===== config.mk =====
export PLATFORM = sky130hd
export DESIGN_NAME = adc_sequencer_flat
export DESIGN_NICKNAME = d
export VERILOG_FILES = /design/src/rtl/adc_sequencer_pkg.sv /design/src/rtl/adc_sequencer_if.sv /design/src/rtl/prio_next_chan.sv /design/src/rtl/adc_sequencer.sv /design/src/flat_wrapper.sv
export SDC_FILE = /design/constraint.sdc
export NUM_CORES = 1
export LEC_CHECK = 0
export BUFFER_PORTS_ARGS = -buffer_cell sky130_fd_sc_hd__buf_2
export CAP_MARGIN = 10
export CORE_ASPECT_RATIO = 1.25
export CORE_MARGIN = 4
export CORE_UTILIZATION = 35
export DETAILED_ROUTE_END_ITERATION = 10
export PLACE_DENSITY = 0.55
export SLEW_MARGIN = 0
export SYNTH_ARGS = -nofsm -noshare
export SYNTH_HDL_FRONTEND = slang
export SYNTH_SLANG_ARGS = --single-unit

===== constraint.sdc =====
create_clock -name wb_clk_i -period 4.98 [get_ports wb_clk_i]
set_input_delay 0.996 -clock wb_clk_i [delete_from_list [all_inputs] [get_ports wb_clk_i]]
set_output_delay 0.996 -clock wb_clk_i [all_outputs]
set_load 0.01 [all_outputs]

===== src/rtl/adc_sequencer_pkg.sv =====
// adc_sequencer_pkg
//   Shared definitions for the ADC channel sequencer: Wishbone register map,
//   sequencer FSM state encoding and a saturating counter helper.
package adc_sequencer_pkg;

    // Wishbone register addresses (word addresses on wb_adr_i)
    localparam logic [15:0] REG_CTRL     = 16'd0;
    localparam logic [15:0] REG_MASK_LO  = 16'd1;
    localparam logic [15:0] REG_MASK_HI  = 16'd2;
    localparam logic [15:0] REG_SETTLE   = 16'd3;
    localparam logic [15:0] REG_INTERVAL = 16'd4;
    localparam logic [15:0] REG_SWEEPS   = 16'd5;
    localparam logic [15:0] REG_TOERR    = 16'd6;

    typedef enum logic [2:0] {
        ST_IDLE    = 3'd0,
        ST_SETTLE  = 3'd1,
        ST_START   = 3'd2,
        ST_CONVERT = 3'd3,
        ST_EMIT    = 3'd4,
        ST_NEXT    = 3'd5,
        ST_GAP     = 3'd6
    } seq_state_t;

    // Increment that sticks at all-ones instead of wrapping.
    function automatic logic [15:0] sat_inc16(input logic [15:0] value);
        return (value == 16'hFFFF) ? value : value + 16'd1;
    endfunction

endpackage


===== src/rtl/adc_sequencer_if.sv =====
// adc_sequencer_if
//   Wishbone classic slave bus used to program the ADC sequencer.
//   Signals:
//     wb_cyc_i / wb_stb_i / wb_we_i : cycle, strobe, write enable (master -> slave)
//     wb_adr_i [15:0]                : register address
//     wb_dat_i [15:0]                : write data
//     wb_dat_o [15:0]                : read data (slave -> master)
//     wb_ack_o                       : single-cycle acknowledge
interface adc_sequencer_if;
    logic        wb_cyc_i;
    logic        wb_stb_i;
    logic        wb_we_i;
    logic [15:0] wb_adr_i;
    logic [15:0] wb_dat_i;
    logic [15:0] wb_dat_o;
    logic        wb_ack_o;

    modport master (
        output wb_cyc_i, wb_stb_i, wb_we_i, wb_adr_i, wb_dat_i,
        input  wb_dat_o, wb_ack_o
    );

    modport slave (
        input  wb_cyc_i, wb_stb_i, wb_we_i, wb_adr_i, wb_dat_i,
        output wb_dat_o, wb_ack_o
    );
endinterface


===== src/rtl/prio_next_chan.sv =====
// prio_next_chan
//   Combinational search for the next enabled channel strictly above the
//   current one.
//   Ports:
//     mask    [31:0] in  : channel enable mask
//     ch      [4:0]  in  : current channel
//     next_ch [4:0]  out : lowest set bit of mask above ch (0 when none)
//     found          out : a higher set bit exists
module prio_next_chan (
    input  logic [31:0] mask,
    input  logic [4:0]  ch,
    output logic [4:0]  next_ch,
    output logic        found
);

    logic [31:0] above;

    generate
        for (genvar gi = 0; gi < 32; gi++) begin : g_above
            assign above[gi] = mask[gi] & (5'(gi) > ch);
        end
    endgenerate

    // Scan downward so the lowest qualifying bit is the last one written.
    always_comb begin
        next_ch = 5'd0;
        found   = 1'b0;
        for (int i = 31; i >= 0; i--) begin
            if (above[i]) begin
                next_ch = 5'(i);
                found   = 1'b1;
            end
        end
    end

endmodule


===== src/rtl/adc_sequencer.sv =====
// adc_sequencer
//   Sweeps the monitor ADC over the enabled channels in ascending order and
//   emits one {adc_result, adc_channel, adc_strb} sample per channel per sweep.
//   Ports:
//     wb_clk_i, wb_rst_i : clock, synchronous active-high reset
//     wb                 : Wishbone slave (CTRL, MASK_LO/HI, SETTLE, INTERVAL,
//                          SWEEPS ro, TOERR ro / write-to-clear)
//     adc_chmux          : analogue mux select
//     adc_start          : one-cycle conversion start
//     adc_data_valid     : conversion done pulse, adc_data qualified by it
//     adc_result, adc_channel, adc_strb : sample stream to value storage
module adc_sequencer
    import adc_sequencer_pkg::*;
#(
    parameter logic [15:0] SETTLE_DEF   = 16'd64,
    parameter logic [15:0] INTERVAL_DEF = 16'd0,
    parameter logic [15:0] TIMEOUT      = 16'd4096
) (
    input  logic                 wb_clk_i,
    input  logic                 wb_rst_i,
    adc_sequencer_if.slave       wb,
    output logic [4:0]           adc_chmux,
    output logic                 adc_start,
    input  logic                 adc_data_valid,
    input  logic [11:0]          adc_data,
    output logic [11:0]          adc_result,
    output logic [4:0]           adc_channel,
    output logic                 adc_strb
);

    // Register file
    logic        ack_reg;
    logic [15:0] dat_o_reg;
    logic        ctrl_en_reg;
    logic [31:0] mask_reg;
    logic [15:0] settle_reg;
    logic [15:0] interval_reg;
    logic [15:0] sweeps_reg;
    logic [15:0] toerr_reg;
    logic [15:0] rd_data;
    logic        wb_req;
    logic        wb_wr;

    // Sequencer
    seq_state_t  state_reg, state_next;
    logic [4:0]  ch_reg, ch_next;
    logic [31:0] shadow_reg, shadow_next;
    logic [15:0] cnt_reg, cnt_next;
    logic [11:0] sample_reg, sample_next;
    logic [4:0]  chmux_reg;
    logic        strb_reg;
    logic [11:0] result_reg;
    logic [4:0]  channel_reg;
    logic        sweep_done;
    logic        timeout_hit;
    logic        emit_fire;

    // Channel search: first channel of a freshly latched mask, and the
    // successor of the current channel within the sweep's shadow mask.
    logic [4:0]  low_above0;
    logic        low_found_unused;
    logic [4:0]  first_ch;
    logic [4:0]  succ_ch;
    logic        succ_found;

    prio_next_chan u_first (
        .mask    (mask_reg),
        .ch      (5'd0),
        .next_ch (low_above0),
        .found   (low_found_unused)
    );

    prio_next_chan u_succ (
        .mask    (shadow_reg),
        .ch      (ch_reg),
        .next_ch (succ_ch),
        .found   (succ_found)
    );

    // Bit 0 is not covered by the "strictly above" search.
    assign first_ch = mask_reg[0] ? 5'd0 : low_above0;

    // ------------------------------------------------------------------
    // Wishbone slave
    // ------------------------------------------------------------------
    assign wb_req      = wb.wb_cyc_i & wb.wb_stb_i & ~ack_reg;
    assign wb_wr       = wb_req & wb.wb_we_i;
    assign wb.wb_ack_o = ack_reg;
    assign wb.wb_dat_o = dat_o_reg;

    always_comb begin
        rd_data = 16'h0000;
        case (wb.wb_adr_i)
            REG_CTRL:     rd_data = {15'd0, ctrl_en_reg};
            REG_MASK_LO:  rd_data = mask_reg[15:0];
            REG_MASK_HI:  rd_data = mask_reg[31:16];
            REG_SETTLE:   rd_data = settle_reg;
            REG_INTERVAL: rd_data = interval_reg;
            REG_SWEEPS:   rd_data = sweeps_reg;
            REG_TOERR:    rd_data = toerr_reg;
            default:      rd_data = 16'h0000;
        endcase
    end

    always_ff @(posedge wb_clk_i) begin
        if (wb_rst_i) begin
            ack_reg      <= 1'b0;
            dat_o_reg    <= 16'h0000;
            ctrl_en_reg  <= 1'b0;
            mask_reg     <= 32'hFFFF_FFFF;
            settle_reg   <= SETTLE_DEF;
            interval_reg <= INTERVAL_DEF;
            sweeps_reg   <= 16'h0000;
            toerr_reg    <= 16'h0000;
        end else begin
            ack_reg <= wb_req;
            if (wb_req && !wb.wb_we_i) begin
                dat_o_reg <= rd_data;
            end
            if (wb_wr) begin
                case (wb.wb_adr_i)
                    REG_CTRL:     ctrl_en_reg       <= wb.wb_dat_i[0];
                    REG_MASK_LO:  mask_reg[15:0]    <= wb.wb_dat_i;
                    REG_MASK_HI:  mask_reg[31:16]   <= wb.wb_dat_i;
                    REG_SETTLE:   settle_reg        <= wb.wb_dat_i;
                    REG_INTERVAL: interval_reg      <= wb.wb_dat_i;
                    default:      ;
                endcase
            end
            if (sweep_done) begin
                sweeps_reg <= sweeps_reg + 16'd1;
            end
            // A software clear wins over a simultaneous timeout.
            if (wb_wr && (wb.wb_adr_i == REG_TOERR)) begin
                toerr_reg <= 16'h0000;
            end else if (timeout_hit) begin
                toerr_reg <= sat_inc16(toerr_reg);
            end
        end
    end

    // ------------------------------------------------------------------
    // Sequencer FSM
    // ------------------------------------------------------------------
    always_ff @(posedge wb_clk_i) begin
        if (wb_rst_i) begin
            state_reg   <= ST_IDLE;
            ch_reg      <= 5'd0;
            shadow_reg  <= 32'h0;
            cnt_reg     <= 16'h0000;
            sample_reg  <= 12'h000;
            chmux_reg   <= 5'd0;
            strb_reg    <= 1'b0;
            result_reg  <= 12'h000;
            channel_reg <= 5'd0;
        end else begin
            state_reg  <= state_next;
            ch_reg     <= ch_next;
            shadow_reg <= shadow_next;
            cnt_reg    <= cnt_next;
            sample_reg <= sample_next;
            strb_reg   <= emit_fire;
            if (state_next == ST_SETTLE) begin
                chmux_reg <= ch_next;
            end
            if (emit_fire) begin
                result_reg  <= sample_reg;
                channel_reg <= ch_reg;
            end
        end
    end

    always_comb begin
        state_next  = state_reg;
        ch_next     = ch_reg;
        shadow_next = shadow_reg;
        cnt_next    = cnt_reg;
        sample_next = sample_reg;
        sweep_done  = 1'b0;
        timeout_hit = 1'b0;
        emit_fire   = 1'b0;

        case (state_reg)
            ST_IDLE: begin
                if (ctrl_en_reg && (mask_reg != 32'h0)) begin
                    shadow_next = mask_reg;
                    ch_next     = first_ch;
                    cnt_next    = 16'h0000;
                    state_next  = ST_SETTLE;
                end
            end
            ST_SETTLE: begin
                // A settle setting of 0 still spends one cycle here.
                if (({1'b0, cnt_reg} + 17'd1) >= {1'b0, settle_reg}) begin
                    cnt_next   = 16'h0000;
                    state_next = ST_START;
                end else begin
                    cnt_next = cnt_reg + 16'd1;
                end
            end
            ST_START: begin
                cnt_next   = 16'h0000;
                state_next = ST_CONVERT;
            end
            ST_CONVERT: begin
                if (adc_data_valid) begin
                    sample_next = adc_data;
                    state_next  = ST_EMIT;
                end else if (cnt_reg >= (TIMEOUT - 16'd1)) begin
                    // Still emit a sample so the consumer never loses a channel.
                    sample_next = 12'hFFF;
                    timeout_hit = 1'b1;
                    state_next  = ST_EMIT;
                end else begin
                    cnt_next = cnt_reg + 16'd1;
                end
            end
            ST_EMIT: begin
                emit_fire  = 1'b1;
                state_next = ST_NEXT;
            end
            ST_NEXT: begin
                cnt_next = 16'h0000;
                if (succ_found) begin
                    ch_next    = succ_ch;
                    state_next = ST_SETTLE;
                end else begin
                    sweep_done = 1'b1;
                    state_next = ST_GAP;
                end
            end
            ST_GAP: begin
                if (cnt_reg >= interval_reg) begin
                    cnt_next = 16'h0000;
                    if (mask_reg != 32'h0) begin
                        shadow_next = mask_reg;
                        ch_next     = first_ch;
                        state_next  = ST_SETTLE;
                    end else begin
                        state_next = ST_IDLE;
                    end
                end else begin
                    cnt_next = cnt_reg + 16'd1;
                end
            end
            default: begin
                state_next = ST_IDLE;
            end
        endcase

        // Disabling aborts from any state; an in-flight sample is dropped.
        if (!ctrl_en_reg) begin
            state_next  = ST_IDLE;
            sweep_done  = 1'b0;
            timeout_hit = 1'b0;
            emit_fire   = 1'b0;
        end
    end

    assign adc_start   = (state_reg == ST_START);
    assign adc_chmux   = chmux_reg;
    assign adc_strb    = strb_reg;
    assign adc_result  = result_reg;
    assign adc_channel = channel_reg;

endmodule

===== src/flat_wrapper.sv =====
// flat-port wrapper written by rule: the top's interface ports become plain ports
module adc_sequencer_flat import adc_sequencer_pkg::*;
#(
    parameter logic [15:0] SETTLE_DEF   = 16'd64,
    parameter logic [15:0] INTERVAL_DEF = 16'd0,
    parameter logic [15:0] TIMEOUT      = 16'd4096
)
  (wb_clk_i, wb_rst_i, adc_chmux, adc_start, adc_data_valid, adc_data, adc_result, adc_channel, adc_strb, wb_wb_cyc_i, wb_wb_stb_i, wb_wb_we_i, wb_wb_adr_i, wb_wb_dat_i, wb_wb_dat_o, wb_wb_ack_o);
  adc_sequencer_if wb_i ();
  input  logic wb_clk_i;
  input  logic wb_rst_i;
  output logic [4:0] adc_chmux;
  output logic adc_start;
  input  logic adc_data_valid;
  input  logic [11:0] adc_data;
  output logic [11:0] adc_result;
  output logic [4:0] adc_channel;
  output logic adc_strb;
  input wire logic [$bits(wb_i.wb_cyc_i)-1:0] wb_wb_cyc_i;
  input wire logic [$bits(wb_i.wb_stb_i)-1:0] wb_wb_stb_i;
  input wire logic [$bits(wb_i.wb_we_i)-1:0] wb_wb_we_i;
  input wire logic [$bits(wb_i.wb_adr_i)-1:0] wb_wb_adr_i;
  input wire logic [$bits(wb_i.wb_dat_i)-1:0] wb_wb_dat_i;
  output wire logic [$bits(wb_i.wb_dat_o)-1:0] wb_wb_dat_o;
  output wire logic [$bits(wb_i.wb_ack_o)-1:0] wb_wb_ack_o;
  assign wb_i.wb_cyc_i = wb_wb_cyc_i;
  assign wb_i.wb_stb_i = wb_wb_stb_i;
  assign wb_i.wb_we_i = wb_wb_we_i;
  assign wb_i.wb_adr_i = wb_wb_adr_i;
  assign wb_i.wb_dat_i = wb_wb_dat_i;
  assign wb_wb_dat_o = wb_i.wb_dat_o;
  assign wb_wb_ack_o = wb_i.wb_ack_o;
  adc_sequencer #(.SETTLE_DEF(SETTLE_DEF), .INTERVAL_DEF(INTERVAL_DEF), .TIMEOUT(TIMEOUT)) u_core (.wb_clk_i(wb_clk_i), .wb_rst_i(wb_rst_i), .wb(wb_i), .adc_chmux(adc_chmux), .adc_start(adc_start), .adc_data_valid(adc_data_valid), .adc_data(adc_data), .adc_result(adc_result), .adc_channel(adc_channel), .adc_strb(adc_strb));
endmodule

Yosys cells after proc, flatten, opt, wreduce, memory -nomap -nowiden:

Cells that the tools add are included.

* bits in latches: 0
* register bits after elaboration: 205
* memory bits (read-only): 0
* RAM bits: 0
* memories: 0
* bits of input ports: 50

* multiply operators: 0
* $lt $le $gt $ge: 35
* shift-type cells: 0
* divide/modulo/power cells: 0
* reductions and logical operators: 21
* add/sub/neg operators: 4
* mux-type cells: 132
* bitwise logic cells: 37
* equality and inequality tests: 19

Operator list (count)
* two-way mux 5 bit: 68
* one-hot mux 16 bit (7 select lines): 1
* two-way mux 32 bit: 3
* greater-than comparator 5 bit (first input constant): 16
* two-way mux 16 bit: 5
* one-hot mux 16 bit (5 select lines): 1
* one-hot mux 32 bit (2 select lines): 1
* adder 16 x 1 -> 16 bit (second input constant): 3
* equality test 16 x 3 -> 1 bit (second input constant): 3
* two-way mux 1 bit: 42
* greater-than comparator 4 x 5 -> 1 bit (first input constant): 8
* AND 1 bit: 35
* equality test 16 x 2 -> 1 bit (second input constant): 2
* nonzero test 32 bit: 1
* two-way mux 12 bit: 2
* two-way mux 3 bit: 7
* one-hot mux 3 bit (7 select lines): 1
* greater-than comparator 3 x 5 -> 1 bit (first input constant): 4
* adder 16 x 1 -> 17 bit (second input constant): 1
* >= comparator 17 x 16 -> 1 bit: 1
* equality test 16 x 1 -> 1 bit (second input constant): 1
* equality test 16 bit (second input constant): 1
* >= comparator 16 x 12 -> 1 bit (second input constant): 1
* >= comparator 16 bit: 1
* other kinds (18): 39

Logic depth before layout (Yosys ltp):

Gate-level depths: netlist of run 1.

* depth after elaboration: 38
* gate-level depth with buffers: 16
* gate-level depth less buffers: 15

Modules after synthesis:

From an unflattened synthesis of run 1, not the netlist that was laid out.

* cells, all modules: 1468
* area total of the unflattened synthesis: 11254.5 sq um

By module, submodules not included
* adc_sequencer: sequential area each 4103.9 sq um, cells each 1168, area each 9380.2 sq um, instances 1
* prio_next_chan: sequential area each 0.0 sq um, cells each 150, area each 937.1 sq um, instances 2

Worst setup path before layout of run 1:

No wires, ideal clock.

* kind: flip-flop to flip-flop
* from: register u_core.cnt_reg[2]
* to: register u_core.chmux_reg[0] (netlist: u_core.adc_chmux[0])
* slack: 1276 ps
* buffers on the path: 1
* clock period less this slack: 3704 ps
* cell stages (with the launch flop): 17
* arrival time: 3583 ps
* cell sequence: dfxtp_1 nand3_1 or4_1 nor2_1 nand3_1 nor2_1 xor2_1 ha_1 nand4_1 nor2_1 nand2_1 a2111oi_0 a211o_1 and4bb_2 and2_1 buf_2 mux2_4

* cells in the longest elaborated chain, start to end: 6

RTL lines
* start, declared: RTL line adc_sequencer.sv:48 `logic [15:0] cnt_reg, cnt_next;`
* start signal, assigned: RTL line adc_sequencer.sv:160 `cnt_reg <= cnt_next;`
* adder 16 x 1 -> 17 bit or >= comparator 16 x 12 -> 1 bit (tied branches): RTL line adc_sequencer.sv:194, adc_sequencer.sv:209
* >= comparator 17 x 16 -> 1 bit or two-way mux 3 bit (tied branches): RTL line adc_sequencer.sv:194, adc_sequencer.sv:209
* two-way mux 3 bit, on equally long branches: RTL line adc_sequencer.sv:194, adc_sequencer.sv:206
* one-hot mux 3 bit (7 select lines): RTL line adc_sequencer.sv:183 `case (state_reg)`
* two-way mux 3 bit: RTL line adc_sequencer.sv:252 `if (!ctrl_en_reg) begin`
* equality test 3 x 1 -> 1 bit: RTL line adc_sequencer.sv:163 `if (state_next == ST_SETTLE) begin`
* end signal, assigned: RTL line adc_sequencer.sv:164 `chmux_reg <= ch_next;`
* end, declared: RTL line adc_sequencer.sv:50 `logic [4:0] chmux_reg;`

Several ways; a longest one is shown, not always the timed one.
A chain may end at the register's enable or synchronous reset.

Worst setup path in the final report of run 1:

Ends and elaborated chain as after synthesis.

==> flow_metrics.env, run 1 <==
export IMPL_power_w=0.003447
export IMPL_setup_viol=0
export IMPL_numClockSinks=204
export IMPL_num_rows=71
export IMPL_synth_compound_area_share_pct=22.54
export IMPL_fin_skew_ps=27.33
export IMPL_die_height_um=205.1
export IMPL_hold_viol=0
export IMPL_ant_nets=0
export IMPL_swShare_pct=21.79
export IMPL_synth_area_top_cells="dfxtp_1 (38%), nand2_1 (8.5%), a21oi_1 (6.7%)"
export IMPL_clk_path_buf_depth=3
export IMPL_maxCapViolCount=0
export IMPL_drt_iter0_drc=925
export IMPL_dieArea_mm2=0.03398
export IMPL_cts_resized=0
export IMPL_synth_top_cell_by_area="dfxtp_1"
export IMPL_synth_ff_type="dfxtp_1"
export IMPL_crit_type="reg -> reg"
export IMPL_cts_tree="yes"
export IMPL_ctsHoldBuffers=0
export IMPL_postLayoutCoreUtil_pct=40.90
export IMPL_synthSimpleGateAreaFrac_pct=26.49
export IMPL_ys_ff_latch=204
export IMPL_die_w_um=165.7
export IMPL_synth_xor_area_share_pct=3.301
export IMPL_ir_worst_vdd_v=0.0002388
export IMPL_layout_common_cells="nand2_1 (246), dfxtp_1 (204), a21oi_1 (146)"
export IMPL_synth_edf_count=0
export IMPL_antenna_found_initial=0
export IMPL_start_util_pct=35.80
export IMPL_seq_area_frac_synth_pct=37.54
export IMPL_place_area_mm2=0.01167
export IMPL_htreeDepth=1
export IMPL_largest_reg_flops=32
export IMPL_dp_slack_ps=932.9
export IMPL_fillerInstances=3199
export IMPL_drive_gt1_share_pct=11.68
export IMPL_grt_max_degree=62
export IMPL_drt_wl_total_um=37380
export IMPL_p_seq_share_pct=47.4
export IMPL_yosysTopAreaCellShare_pct=37.54
export IMPL_netlist_area_mm2=0.01088
export IMPL_grt_pass1_vias=10140
export IMPL_coreArea_mm2=0.03038
export IMPL_cts_root_buf="clkbuf_16"
export IMPL_synth_cell_types=74
export IMPL_numCtsBuffers=23
export IMPL_status="finished, final reports clean"
export IMPL_slew_viol_final=0
export IMPL_syn_nets=1510
export IMPL_clockPowerShare_pct=50.3
export IMPL_syn_area_per_cell_um2=7.634
export IMPL_port_buffers=90
export IMPL_crit_required_ps=5370
export IMPL_routabilityCongestion=0.9109
export IMPL_slew_headroom_pct=24.46
export IMPL_holdCritPathClass="reg -> reg"
export IMPL_multi_input_area_mm2=0.006270
export IMPL_power_switching_w=0.0007511
export IMPL_postCtsSetupBuffers=0
export IMPL_syn_inst=1425
export IMPL_mostFrequentLayoutCell="nand2_1"
export IMPL_worst_slew_pin_slew_ps=1127
export IMPL_yosys_warnings=0
export IMPL_grt_total_usage_pct=20.98
export IMPL_power_density_mw_per_mm2=277.3
export IMPL_synthMuxAreaShare_pct=0.9547
export IMPL_num_nets_final=1562
export IMPL_synthArstFlopShare_pct=0
export IMPL_fmax_mhz=243.1
export IMPL_critPathArrivalTime_ps=4500
export IMPL_ios=91
export IMPL_avgRoutedWirePerCell_um=19.77
export IMPL_synthAdderAreaFrac_pct=4.026
export IMPL_p_comb_share_pct=2.3
export IMPL_clk_pin_slew_worst_paths_ps=60
export IMPL_period_minus_slack_ps=4114
export IMPL_grt_pass1_wl_um=57580
export IMPL_dr_pass1_iters=5
export IMPL_insertion_delay_ps=530
export IMPL_synth_top_family_by_area="simple AND/OR/NAND/NOR gates"
export IMPL_areaGrowthSynthToFinish_pct=14.24
export IMPL_vias_per_cell=5.655
export IMPL_seq_area_mm2=0.004084
export IMPL_path_max_fanout=7
export IMPL_fin_setup_tns_ps=0
export IMPL_startpoint_type="flop"
export IMPL_p_int_w=0.002695
export IMPL_overflow=0
export IMPL_rsz0062_at_grt="false"
export IMPL_diodes=0
export IMPL_hpwl_um=27330
export IMPL_worst_slack_ps=866.0
export IMPL_num_vias=10690
export IMPL_drc=0
export IMPL_fin_crit_sh_pct=82.61
export IMPL_cp_end_kind="flop"
export IMPL_final_area_mm2=0.01243
export IMPL_power_leakage_nw=4.458
cell usage after synthesis, drive strengths merged, types with 5 or more instances:
cell	n
clkbuf	68
nand3b	7
nor2	115
and3	11
a22oi	47
buf	13
a21oi	146
ha	35
a31oi	25
xnor2	16
or4	7
o31ai	5
a21o	9
or2	8
o21ai	39
a211oi	11
o21a	8
o211ai	19
nand3	90
or3	19
xor2	25
and2	14
nor2b	9
nor4	15
nand2b	12
nand4	23
nor3	27
inv	60
a21boi	6
o32ai	13
nand2	246
dfxtp	204
o221a	6
power groups by stage:
stage	combinational, W	clock [W]	sequential (W)
final	0.0000808	0.00173	0.00163
after global routing	0.0000867	0.00183	0.00163
after CTS	0.0000815	0.00177	0.00163
after detailed placement	0.0000812	0	0.00167
after global placement	0.0000810	0	0.00167
after floorplan	0.0000345	0	0.00167
worst max-delay path: stages (launching register included):
cell	delay, ps
dfxtp_1	450
nand3_1	220
or4_1	670
nor2_1	200
nand3_1	170
xnor2_1	170
ha_1	320
o21a_1	190
o21ai_0	120
o21ai_0	160
o21a_1	240
o31ai_1	440
and2_1	330
mux2_4	320
per-layer routing:
metal	part of all wire [%]	up-vias	GRT usage [%]
li1	-	5221	-
met1	41	5041	25.17
met2	49	353	37.93
met3	5.8	79	3.243
met4	4.0	0	7.751
met5	0	-	0
cells by family after synthesis:
family | Yosys count
DFF | 204
buffers and inverters | 142
adders and majority gates | 35
muxes | 8
and+or+nand+nor | 616
AOI/OAI and AO/OA | 379
xor gates and xnor gates | 41
final cells by class:
type,count,area share (%)
timing repair buffer,108,4.732
multi-input combinational,1079,50.45
clock inverter,9,1.017
sequential,204,32.86
clock buffer,29,5.054
tap,401,4.037
inverter,61,1.843
metrics by stage:
step                      hold slack [ps]  std cells
after global placement              437.8       1853
after global routing                474.2       1891
after floorplan                     431.8       1425
final                               447.6       1891
after detailed placement            443.4       1853
after CTS                           451.3       1891
path summary, 6_finish.rpt:
path | from | endpoint | slack, ps | cells after the start
hold / removal | u_core.sample_reg[6] | u_core.adc_result[6] | 450 | 2
hold reg to reg | u_core.sample_reg[6] | u_core.adc_result[6] | 450 | 2
setup reg to reg | u_core.cnt_reg[2] | u_core.adc_chmux[0] | 870 | 13
setup / recovery | u_core.cnt_reg[2] | u_core.adc_chmux[0] | 870 | 13
Power figures use the tool's default switching activity.
==> run 2: changes to the inputs <==
ABC_AREA = 1   (was unset)
PLACE_DENSITY = 0.56   (was 0.55)
clock period = 4 ns   (was 4.98 ns; I/O delays follow)
==> run 2 against run 1 <==
Net effect: count of clock-buffer cells in the layout rose by 3; final cell count rose by 3.6%; synthesized area fell by 5.5%; clock skew rose by 6.3 ps; die area fell by 5.3%; sequential share of layout area rose by 0.71 points; core utilization rose by 1.6 points; highest routed layer unchanged.
==> flow_metrics.env, run 2 <==
export IMPL_vias_per_cell=5.130
export IMPL_die_w_um=161.3
export IMPL_r2r_setup_slack_ps=250
export IMPL_num_vias=10050
export IMPL_drt_iter0_drc=550
export IMPL_path_max_fanout=7
export IMPL_fin_crit_sh_pct=93.84
export IMPL_status="finished, final reports clean"
export IMPL_clk_pin_slew_worst_paths_ps=60
export IMPL_worst_slew_pin_slew_ps=842.5
export IMPL_slew_headroom_pct=43.84
export IMPL_largest_reg_flops=32
export IMPL_ant_nets=0
export IMPL_num_rows=69
export IMPL_crit_required_ps=4370
export IMPL_grt_pass1_vias=9753
export IMPL_synth_area_top_cells="dfxtp_1 (40%), nand2_1 (10%), a21oi_1 (9.4%)"
export IMPL_synth_cell_types=46
export IMPL_slew_viol_final=0
export IMPL_routabilityCongestion=0.8765
export IMPL_critPathArrivalTime_ps=4120
export IMPL_hold_viol=0
export IMPL_dr_pass1_iters=5
export IMPL_synth_most_common_cell="nand2_1"
export IMPL_overflow=0
export IMPL_power_density_mw_per_mm2=364.3
export IMPL_worstSetupStartpoint="u_core.cnt_reg[1]"
export IMPL_maxCapViolCount=0
export IMPL_clk_path_buf_depth=3
export IMPL_mostFrequentLayoutCell="nand2_1"
export IMPL_path_depth=26
export IMPL_drt_wl_total_um=31850
export IMPL_grt_max_degree=82
export IMPL_syn_area_per_cell_um2=7.013
export IMPL_holdCritPathClass="reg -> reg"
export IMPL_startpoint_type="flop"
export IMPL_crit_type="reg -> reg"
export IMPL_postLayoutCoreUtil_pct=42.47
export IMPL_yosys_warnings=0
export IMPL_insertion_delay_ps=540
export IMPL_port_buffers=90
export IMPL_diodes=0
export IMPL_ir_worst_vdd_v=0.0002465
export IMPL_fillerInstances=3075
export IMPL_drive_gt1_share_pct=14.08
export IMPL_max_stage_delay_ps=360
export IMPL_yosysTopAreaCellShare_pct=39.72
export IMPL_setup_viol=0
export IMPL_htreeDepth=1
export IMPL_crit_slowest_cell="dfxtp_2"
export IMPL_period_minus_slack_ps=3754
export IMPL_holdWs_ps=457.9
export IMPL_antenna_found_initial=0
export IMPL_r2r_end="u_core.cnt_reg[15]"
export IMPL_dieArea_mm2=0.03220
export IMPL_start_util_pct=35.87
export IMPL_grt_pass1_wl_um=50660
export IMPL_r2r_cells=26
export IMPL_numClockSinks=204
export IMPL_coreArea_mm2=0.02866
export IMPL_syn_nets=1551
export IMPL_hpwl_um=23600
export IMPL_fin_skew_ps=33.58
export IMPL_num_nets_final=1638
export IMPL_fmax_mhz=266.4
export IMPL_power_w=0.004434
export IMPL_layout_common_cells="nand2_1 (269), dfxtp_1 (202), inv_1 (201)"
export IMPL_numCtsBuffers=23
export IMPL_synthTopCellsByCount="nand2_1 (274), inv_1 (206), dfxtp_1 (204)"
export IMPL_reg2reg_from="u_core.cnt_reg[1]"
export IMPL_synth_edf_count=0
export IMPL_cp_top_family="simple AND/OR/NAND/NOR gates"
export IMPL_synth_ff_type="dfxtp_1"
export IMPL_cts_tree="yes"
export IMPL_synthArstFlopShare_pct=0
export IMPL_crit_path_end="u_core.cnt_reg[15]"
export IMPL_cp_num_buf_inv=6
export IMPL_power_leakage_nw=5.254
export IMPL_cpMostUsedCell="nand2_2"
export IMPL_synth_top_cell_by_area="dfxtp_1"
export IMPL_netlist_area_mm2=0.01028
export IMPL_avgRoutedWirePerCell_um=16.25
export IMPL_fin_setup_tns_ps=0
export IMPL_grt_total_usage_pct=19.42
export IMPL_ios=91
export IMPL_drc=0
export IMPL_ys_ff_latch=204
export IMPL_areaGrowthSynthToFinish_pct=18.40
export IMPL_cts_root_buf="clkbuf_16"
export IMPL_seq_area_frac_synth_pct=39.72
export IMPL_cp_end_kind="flop"
export IMPL_die_height_um=199.6
export IMPL_syn_inst=1466
-- run 2: worst reg2reg max path, stage by stage (launching register included) --
cell	delay, ps
dfxtp_2	360
ha_4	150
nand2_2	60
nor2_2	130
nand2_2	70
nor3b_2	240
nand2_2	110
nor4_4	300
inv_1	110
nand2_1	70
inv_1	50
ha_1	300
nand2_2	70
nor2_2	100
nand4_1	100
o41ai_2	280
a21oi_1	80
o21ai_1	150
buf_4	150
nor2_1	40
inv_1	60
o211ai_1	130
nand2_1	170
inv_2	60
buf_6	130
nand2_1	70
a21oi_2	50
-- run 2: what timing repair did --
item | in CTS | in global routing
endpoints found under the hold margin | 0 | 0
gates resized for setup | 1 | 29
endpoints found under the setup margin | 11 | 22
buffers inserted | 0 | 3
hold buffers | 0 | 0
pin swaps | 0 | 13
-- run 2: how the worst min path moves through the flow --
stage	end	cells past startpoint	startpoint
floorplan	u_core.toerr_reg[14]	1	u_core.toerr_reg[14]
global placement	u_core.adc_result[1]	2	u_core.adc_result[1]
detailed placement	u_core.adc_result[0]	2	u_core.adc_result[0]
CTS	u_core.adc_result[0]	2	u_core.adc_result[0]
global route	u_core.adc_result[0]	2	u_core.adc_result[0]
finish	u_core.adc_result[0]	2	u_core.adc_result[0]
-- run 2: through the flow --
stage | worst slack, ps | area, µm² | cells
global placement | 147.4 | 11220 | 1915
floorplan | 406.4 | 10280 | 1466
CTS | 65.53 | 12060 | 1957
global route | -51.68 | 12170 | 1960
detailed placement | 7.155 | 11220 | 1915
finish | 246.3 | 12170 | 1960
-- run 2: logic make-up (layout without fill, tap and decap cells) --
family / count (synthesis) / count (layout) / synth area share (%)
flip-flops: 204 / 204 / 39.72
adder cells (fa/ha/maj): 35 / 35 / 4.259
AO/OA/AOI/OAI: 441 / 441 / 24.05
XOR/XNOR: 12 / 12 / 1.022
AND/OR/NAND/NOR: 498 / 498 / 20.71
buffers and inverters: 276 / 380 / 10.23
-- run 2: area by class of cell --
class,count,area [µm²],share of cell area (%)
Clock inverter,10,151.4,1.244
Timing Repair Buffer,124,728.2,5.982
Inverter,214,803.3,6.599
Clock buffer,32,679.4,5.581
Multi-Input combinational cell,986,5236,43.02
Tap cell,390,488.0,4.009
Sequential cell,204,4086,33.57
-- run 2: power breakdown --
part           switching [W]  internal (W)  total [W]
Sequential       0.000000174       0.00203    0.00203
Clock               0.000902       0.00139    0.00229
Combinational      0.0000755     0.0000342   0.000110
-- run 2: per-layer routing --
| layer | wire, µm | track usage, % | vias to the layer above |
|---|---|---|---|
| met4 | 1537 | 8.692 | 0 |
| met1 | 13460 | 23.52 | 4644 |
| met2 | 15410 | 34.54 | 245 |
| met5 | 0 | 0 | - |
| met3 | 1438 | 2.517 | 74 |
| li1 | - | - | 5091 |
==> run 3: changes to the inputs <==
ABC_AREA = 0   (was 1)
PLACE_DENSITY = 0.55   (was 0.56)
==> run 3 against run 2 <==
Net effect: register-to-register slack improved by 30 ps; non-clock buffer count rose by 10; die area rose by 5.5%; cell area rose by 3.6%; via count rose by 6.2%; count of clock-buffer cells in the layout did not move; routed wire length rose by 16%; final cell count fell by 2.2%; largest cell class unchanged; largest power group unchanged.
==> flow_metrics.env, run 3 (synthesis gave the netlist of run 1 again) <==
export IMPL_clk_pin_slew_worst_paths_ps=60
export IMPL_routabilityCongestion=0.9267
export IMPL_die_height_um=205.1
export IMPL_dieArea_mm2=0.03398
export IMPL_hold_path_depth=2
export IMPL_slew_headroom_pct=45.42
export IMPL_fin_skew_ps=15.49
export IMPL_setup_viol=0
export IMPL_diodes=0
export IMPL_cts_tree="yes"
export IMPL_clk_path_buf_depth=3
export IMPL_fin_setup_tns_ps=0
export IMPL_hpwl_um=27480
export IMPL_areaGrowthSynthToFinish_pct=15.98
export IMPL_fin_crit_sh_pct=93.03
export IMPL_power_w=0.004172
export IMPL_path_max_fanout=5
export IMPL_ctsHoldBuffers=0
export IMPL_grt_pass1_wl_um=57240
export IMPL_cp_end_kind="flop"
export IMPL_ios=91
export IMPL_hold_viol=0
export IMPL_drc=0
export IMPL_postLayoutCoreUtil_pct=41.52
export IMPL_layout_common_cells="nand2_1 (246), dfxtp_1 (203), a21oi_1 (146)"
export IMPL_power_leakage_nw=4.570
export IMPL_multi_input_area_mm2=0.006282
export IMPL_rsz0062_at_grt="false"
export IMPL_r2r_setup_slack_ps=280
export IMPL_numCtsBuffers=22
export IMPL_fmax_mhz=268.7
export IMPL_drt_wl_total_um=36960
export IMPL_coreArea_mm2=0.03038
export IMPL_worst_slew_pin_slew_ps=812.0
export IMPL_startpoint_type="flop"
export IMPL_holdCritPathClass="reg -> reg"
export IMPL_insertion_delay_ps=510
export IMPL_critPathArrivalTime_ps=4110
export IMPL_holdWs_ps=447.6
export IMPL_die_w_um=165.7
export IMPL_r2r_cells=15
export IMPL_vias_per_cell=5.573
export IMPL_avgRoutedWirePerCell_um=19.29
export IMPL_port_buffers=90
export IMPL_crit_required_ps=4390
export IMPL_period_minus_slack_ps=3721
export IMPL_drive_gt1_share_pct=13.53
export IMPL_seq_area_mm2=0.004085
export IMPL_power_density_mw_per_mm2=330.7
export IMPL_num_rows=71
export IMPL_crit_type="reg -> reg"
export IMPL_slew_viol_final=0
export IMPL_status="finished, final reports clean"
export IMPL_grt_total_usage_pct=20.82
export IMPL_grt_pass1_vias=9966
export IMPL_mostFrequentLayoutCell="nand2_1"
export IMPL_ant_nets=0
export IMPL_htreeDepth=1
export IMPL_ir_worst_vdd_v=0.0003027
export IMPL_antenna_found_initial=0
export IMPL_largest_reg_flops=32
export IMPL_dr_pass1_iters=8
export IMPL_start_util_pct=35.80
export IMPL_num_vias=10680
export IMPL_drt_iter0_drc=886
export IMPL_num_nets_final=1587
export IMPL_maxCapViolCount=0
export IMPL_fillerInstances=3166
export IMPL_r2r_end="u_core.adc_chmux[4]"
export IMPL_grt_max_degree=57
export IMPL_min_delay_start="u_core.sample_reg[5]"
export IMPL_reg2reg_from="u_core.cnt_reg[5]"
export IMPL_hold_path_end="u_core.adc_result[5]"
export IMPL_numClockSinks=204
export IMPL_overflow=0
export IMPL_cts_root_buf="clkbuf_16"
==> run 3: changes by cell type in the layout (fill, tap and decap cells not counted), sizes merged, moves of 31 or more <==
cell   before  now
a21oi     193  146
a22oi       0   47
inv       216   60
nand2     277  246
nand3      55   90
o21ai     136   39
o22ai      46    3
==> run 3: routing by layer <==
metal	routed length, µm	global-route usage, %
met4	1518	7.899
met5	0	0
met1	15080	25.60
met3	2047	2.799
met2	18310	37.07
==> run 3: what timing repair did <==
item / in CTS / in global routing
setup endpoints to repair: 0 / 6
setup buffers: 0 / 0
resized for setup: 0 / 7
hold endpoints to repair: 0 / 0
==> run 3: worst max path at each step <==
stage	to	cells past startpoint	start	slack, ps
4_1_cts	u_core.adc_chmux[4]	15	u_core.cnt_reg[0]	110
6_report	u_core.adc_chmux[4]	15	u_core.cnt_reg[5]	280
3_5_place_dp	u_core.adc_chmux[4]	15	u_core.cnt_reg[0]	160
2_1_floorplan	u_core.adc_chmux[0]	16	u_core.cnt_reg[2]	300
5_1_grt	u_core.adc_chmux[4]	15	u_core.cnt_reg[6]	20
3_3_place_gp	u_core.adc_chmux[0]	15	u_core.cnt_reg[0]	190
==> run 3: critical path: stages (launching register included) <==
cell       delay, ps
dfxtp_1          410
nand2_1          140
or4_1            540
nor2_2           180
nand3_2          130
nor2_1           150
xor2_1           100
ha_1             310
nand4_1           90
nor2_1            90
nand2_1           90
a2111oi_2        360
a211o_1          180
and4bb_2         270
and2_2           240
mux2_4           300
==> run 3: where the power goes <==
part,leakage [nW],switching (W),internal [W]
Clock,0.356,0.000820,0.00122
Combinational,2.57,0.0000745,0.0000282
Sequential,1.64,0.000000332,0.00203
Total,4.57,0.000895,0.00328
==> run 3: area by class of cell <==
class / count / area share (%)
tap: 401 / 3.977
timing repair buffer: 134 / 6.308
clock buffer: 32 / 5.306
clock inverter: 5 / 0.4165
multi-input combinational: 1079 / 49.80
sequential: 204 / 32.38
inverter: 61 / 1.815
==> run 3: per-stage QoR <==
stage | area (µm²) | setup WS [ps] | std cells
after CTS | 12590 | 105.9 | 1916
final | 12620 | 278.6 | 1916
after floorplan | 10880 | 295.6 | 1425
after global routing | 12620 | 18.36 | 1916
after global placement | 11870 | 190.4 | 1879
after detailed placement | 11870 | 162.6 | 1879
